File: src/rtl/uart_tx.sv
// UART transmitter: start bit, PAYLOAD_BITS data bits sent LSB first, and STOP_BITS stop bits.
// Each bit is held for CLK_HZ/BIT_RATE clock cycles. The serial line comes straight from a flop.
module uart_tx #(
  parameter int CLK_HZ       = 50000000,
  parameter int BIT_RATE     = 9600,
  parameter int PAYLOAD_BITS = 8,
  parameter int STOP_BITS    = 1
) (
  input  logic                    clk,
  input  logic                    resetn,
  output logic                    uart_txd,
  output logic                    uart_tx_busy,
  input  logic                    uart_tx_en,
  input  logic [PAYLOAD_BITS-1:0] uart_tx_data
);

  localparam int CYCLES_PER_BIT = CLK_HZ / BIT_RATE;
  localparam int CYC_W   = (CYCLES_PER_BIT > 1) ? $clog2(CYCLES_PER_BIT) : 1;
  localparam int BIT_MAX = ((PAYLOAD_BITS > STOP_BITS) ? PAYLOAD_BITS : STOP_BITS) - 1;
  localparam int BIT_W   = (BIT_MAX > 0) ? $clog2(BIT_MAX + 1) : 1;

  localparam logic [CYC_W-1:0] CYC_LAST  = CYC_W'(CYCLES_PER_BIT - 1);
  localparam logic [BIT_W-1:0] DATA_LAST = BIT_W'(PAYLOAD_BITS - 1);
  localparam logic [BIT_W-1:0] STOP_LAST = BIT_W'(STOP_BITS - 1);

  typedef enum logic [1:0] {IDLE, START, SEND, STOP} state_t;

  state_t                  state_q, state_d;
  logic [CYC_W-1:0]        cyc_cnt_q, cyc_cnt_d;
  logic [BIT_W-1:0]        bit_cnt_q, bit_cnt_d;
  logic [PAYLOAD_BITS-1:0] shift_q, shift_d;
  logic                    txd_q, txd_d;
  logic                    busy_q, busy_d;
  logic                    bit_end;

  always_comb begin
    state_d   = state_q;
    cyc_cnt_d = cyc_cnt_q;
    bit_cnt_d = bit_cnt_q;
    shift_d   = shift_q;
    bit_end   = (cyc_cnt_q == CYC_LAST);

    if (state_q != IDLE) begin
      cyc_cnt_d = bit_end ? '0 : cyc_cnt_q + 1'b1;
    end

    // The bit counter indexes data bits in SEND and is reused to count stop bits in STOP.
    case (state_q)
      IDLE: begin
        if (uart_tx_en) begin
          state_d   = START;
          shift_d   = uart_tx_data;
          cyc_cnt_d = '0;
          bit_cnt_d = '0;
        end
      end
      START: begin
        if (bit_end) state_d = SEND;
      end
      SEND: begin
        if (bit_end) begin
          if (bit_cnt_q == DATA_LAST) begin
            state_d   = STOP;
            bit_cnt_d = '0;
          end else begin
            bit_cnt_d = bit_cnt_q + 1'b1;
            shift_d   = shift_q >> 1;
          end
        end
      end
      STOP: begin
        if (bit_end) begin
          if (bit_cnt_q == STOP_LAST) begin
            state_d   = IDLE;
            bit_cnt_d = '0;
          end else begin
            bit_cnt_d = bit_cnt_q + 1'b1;
          end
        end
      end
      default: state_d = IDLE;
    endcase

    // The line level is derived from the next state, so the flop output lines up with the state.
    case (state_d)
      START:   txd_d = 1'b0;
      SEND:    txd_d = shift_d[0];
      default: txd_d = 1'b1;
    endcase
    busy_d = (state_d != IDLE);
  end

  always_ff @(posedge clk or negedge resetn) begin
    if (!resetn) begin
      state_q   <= IDLE;
      cyc_cnt_q <= '0;
      bit_cnt_q <= '0;
      shift_q   <= '0;
      txd_q     <= 1'b1;
      busy_q    <= 1'b0;
    end else begin
      state_q   <= state_d;
      cyc_cnt_q <= cyc_cnt_d;
      bit_cnt_q <= bit_cnt_d;
      shift_q   <= shift_d;
      txd_q     <= txd_d;
      busy_q    <= busy_d;
    end
  end

  assign uart_txd     = txd_q;
  assign uart_tx_busy = busy_q;

endmodule

File: config.mk
export PLATFORM = sky130hd
export DESIGN_NAME = uart_tx
export DESIGN_NICKNAME = d
export VERILOG_FILES = /design/src/rtl/uart_tx.sv
export SDC_FILE = /design/constraint.sdc
export NUM_CORES = 1
export LEC_CHECK = 0
export CORE_AREA = 2 2 73 75
export DETAILED_ROUTE_END_ITERATION = 10
export DIE_AREA = 0 0 75 77
export PLACE_DENSITY = 0.55
export SLEW_MARGIN = 10
export SYNTH_ARGS = -nofsm -noshare
export SYNTH_HDL_FRONTEND = slang
export SYNTH_SLANG_ARGS = --single-unit
File: constraint.sdc
create_clock -name clk -period 2.6 [get_ports clk]
set_clock_uncertainty 0.1 [all_clocks]
set_input_delay 0.52 -clock clk [delete_from_list [all_inputs] [get_ports clk]]
set_output_delay 0.52 -clock clk [all_outputs]
set_load 0.01 [all_outputs]
==> reports/qor.csv <==
metric,value,unit
Hold Buf Count CTS,0,
via count of the first global-routing pass,1243,
Max IR drop VDD,0.185,mV
share of layout cells above drive strength 1,13.6,%
Num CTS Buffers,3,
Critical Path End Type,flip-flop,
"Top FF cell, synth",dfrtp_1,
post-CTS sizing,0,
Yosys warnings,0,
Synth area leader,dfrtp_1,
Worst-path clk slew,0.10,ns
I/O Buffers,12,
syn_area_per_cell,9.73,µm²
Critical Path AT,2.28,ns
Initial Util,32.3,%
max-cap viol count,0,
slowest cell on the critical path,or4b_4,
met3 usage,2.63,%
antenna diode count,0,
relative slew slack,60.7,%
Final Cycle Share,83.5,%
Syn Inst Count,165,
critical path cell sequence,or4b_4 > nor3_4 > mux2i_1 > nand2b_1 > and3_1,
worst hold path type,reg2reg,
"Seq/Total Area, Yosys",43.7,%
final setup TNS,0,ns
GR peak layer,met2,
Synth Cell Area,1610,µm²
final hold viol count,0,
clock tree sinks,28,
All-Layer GR Usage,12.4,%
post-synth top area share,42.1,%
startpoint types,flip-flop,
total placed instance area,1780,µm²
Die X-Extent,75,µm
TritonRoute pass-1 iters,4,
drt drc,0,
remaining global-route overflow,0,
minimum clock period,2.17,ns
Final Max Slew Viols,0,
first-pass GRT wire length,5750,µm
Vias,1312,
post-synth cell types,46,
pin count of the biggest net entering global routing,29,
DR iter-0 viols,75,
Placer Congestion,0.768,
Worst-Margin Slew,0.585,ns
Die Y,77,µm
Clock Path Buffers,2,
Worst path max stage delay,0.61,ns
M1 GR Usage,16.5,%
most common cell in the netlist,dfrtp_1,
Max Fclk,461,MHz
Async SR Flop Fraction,100,%
leakage,0.000731,µW
worst path required time,2.71,ns
io pins,13,
Crit Path Max Fanout,9,
antenna violations before repair,0,
Root Buffer,clkbuf_8,
flop and latch count out of synthesis,28,
Syn Nets,180,
Post-CTS Setup Bufs,0,
met2 GRT Util,19.7,%
Total Wirelength,3270,µm
post-DR wirelength/cell,13.2,µm
die area,5780,µm²
status,"complete, no violations",
# setup viols final,0,
HPWL Detailed,2370,µm
core area,4980,µm²
Nets,193,
crit path kind,reg2reg,
Crit path buffers/inverters,0,
Final Cell Area,1850,µm²
Top delay family on crit path,simple AND/OR/NAND/NOR gates,
number of H-tree levels,1,
CTS tree,yes,
RSZ-0062 raised after global routing,no,
leading post-synthesis cells by cell area,"dfrtp_1, o21ai_0, nand2_1",
Core Rows,26,
Vias/cell,5.31,
Final ANT Viol Nets,0,
number of flops mapped to enable cells by yosys,0,
pwr dens,624,nW/µm²
clock latency on the worst-skew pair,0.27,ns
Area Overhead vs Synth,15.4,%
top post-synthesis cells by count,"dfrtp_1, nand2_1, o21ai_0",
[layout make-up]
class | count | area (µm²)
timing repair buffer | 17 | 158
tap | 70 | 87.6
clock inverter | 1 | 30.0
inverter | 4 | 15.0
clock buffer | 3 | 41.3
multi-input combinational | 124 | 820
fill | 514 | 3120
sequential | 28 | 702
[layout by cell type, fill, tap and decap left out, drive strengths merged, types with 2 or more instances in the layout]
| cell | synthesis | final |
|---|---|---|
| inv | 4 | 4 |
| nor2 | 6 | 6 |
| o31ai | 5 | 5 |
| a21oi | 5 | 5 |
| and4 | 2 | 2 |
| clkdlybuf4s50 | 0 | 12 |
| dfrtp | 27 | 27 |
| nand2 | 25 | 25 |
| nor3 | 3 | 3 |
| buf | 2 | 5 |
| nand4 | 7 | 7 |
| nand3 | 4 | 4 |
| ha | 4 | 4 |
| clkbuf | 7 | 3 |
| a22oi | 6 | 6 |
| a41oi | 3 | 3 |
| o21ai | 21 | 21 |
| a31oi | 3 | 3 |
| nor4b | 2 | 2 |
| and3 | 3 | 3 |
| or4b | 2 | 2 |
| nor3b | 2 | 2 |
| nor2b | 2 | 2 |
| or2 | 2 | 2 |
| nand2b | 2 | 2 |
[flip-flops by register name, indices dropped and copies added (netlist names)]
register / flops
bit_cnt_q: 3
state_q: 2
uart_txd: 1
shift_q: 8
cyc_cnt_q: 13
uart_tx_busy: 1
[where the power goes]
part / switching (µW) / internal, µW / total (µW)
Sequential: 109 / 513 / 622
Combinational: 92.8 / 95.7 / 188
Clock: 139 / 206 / 345
[metal layers]
| metal | up-vias | part of all wire [%] |
|---|---|---|
| met1 | 647 | 45 |
| met5 | - | 0 |
| met2 | 25 | 51 |
| met4 | 0 | 0.95 |
| li1 | 636 | - |
| met3 | 4 | 3.5 |
[worst reg2reg max path, delay by kind of cell (launching register included)]
family        cells  cell delay, ns
simple gates      4            1.22
mux               1            0.31
flops             1            0.48
[cell families (layout without fill, tap and decap cells)]
kind of cell    Yosys count  count (layout)  share of synthesized area (%)
simple gates             68              68                           25.3
compound gates           50              50                           21.4
flops                    28              28                           43.7
buf+inv                  13              25                           5.22
fa+ha+maj                 4               4                           3.12
xor+xnor                  1               1                          0.546
mux                       1               1                          0.624
[per-stage QoR]
stage	setup WS, ns	instances	hold slack [ns]	utilization (%)	total power (µW)
2_1_floorplan	0.514	165	0.124	-	745
3_3_place_gp	0.452	243	0.358	35.8	804
3_5_place_dp	0.368	243	0.365	35.8	819
4_1_cts	0.428	247	0.389	37.2	1170
5_1_grt	0.287	247	0.417	37.2	1230
6_report	0.430	247	0.384	37.2	1160
[worst paths after layout]
path | to | cells past startpoint | from | slack (ns)
setup / recovery | uart_txd | 5 | cyc_cnt_q[8] | 0.43
hold / removal | shift_q[6] | 2 | shift_q[6] | 0.38
setup reg to reg | uart_txd | 5 | cyc_cnt_q[8] | 0.43
hold reg to reg | shift_q[6] | 2 | shift_q[6] | 0.38
max in group asynchronous | uart_txd | 2 | resetn | 1.57
min in group asynchronous | cyc_cnt_q[6] | 2 | resetn | 0.52
No activity file was read; power rests on OpenSTA's default activity.
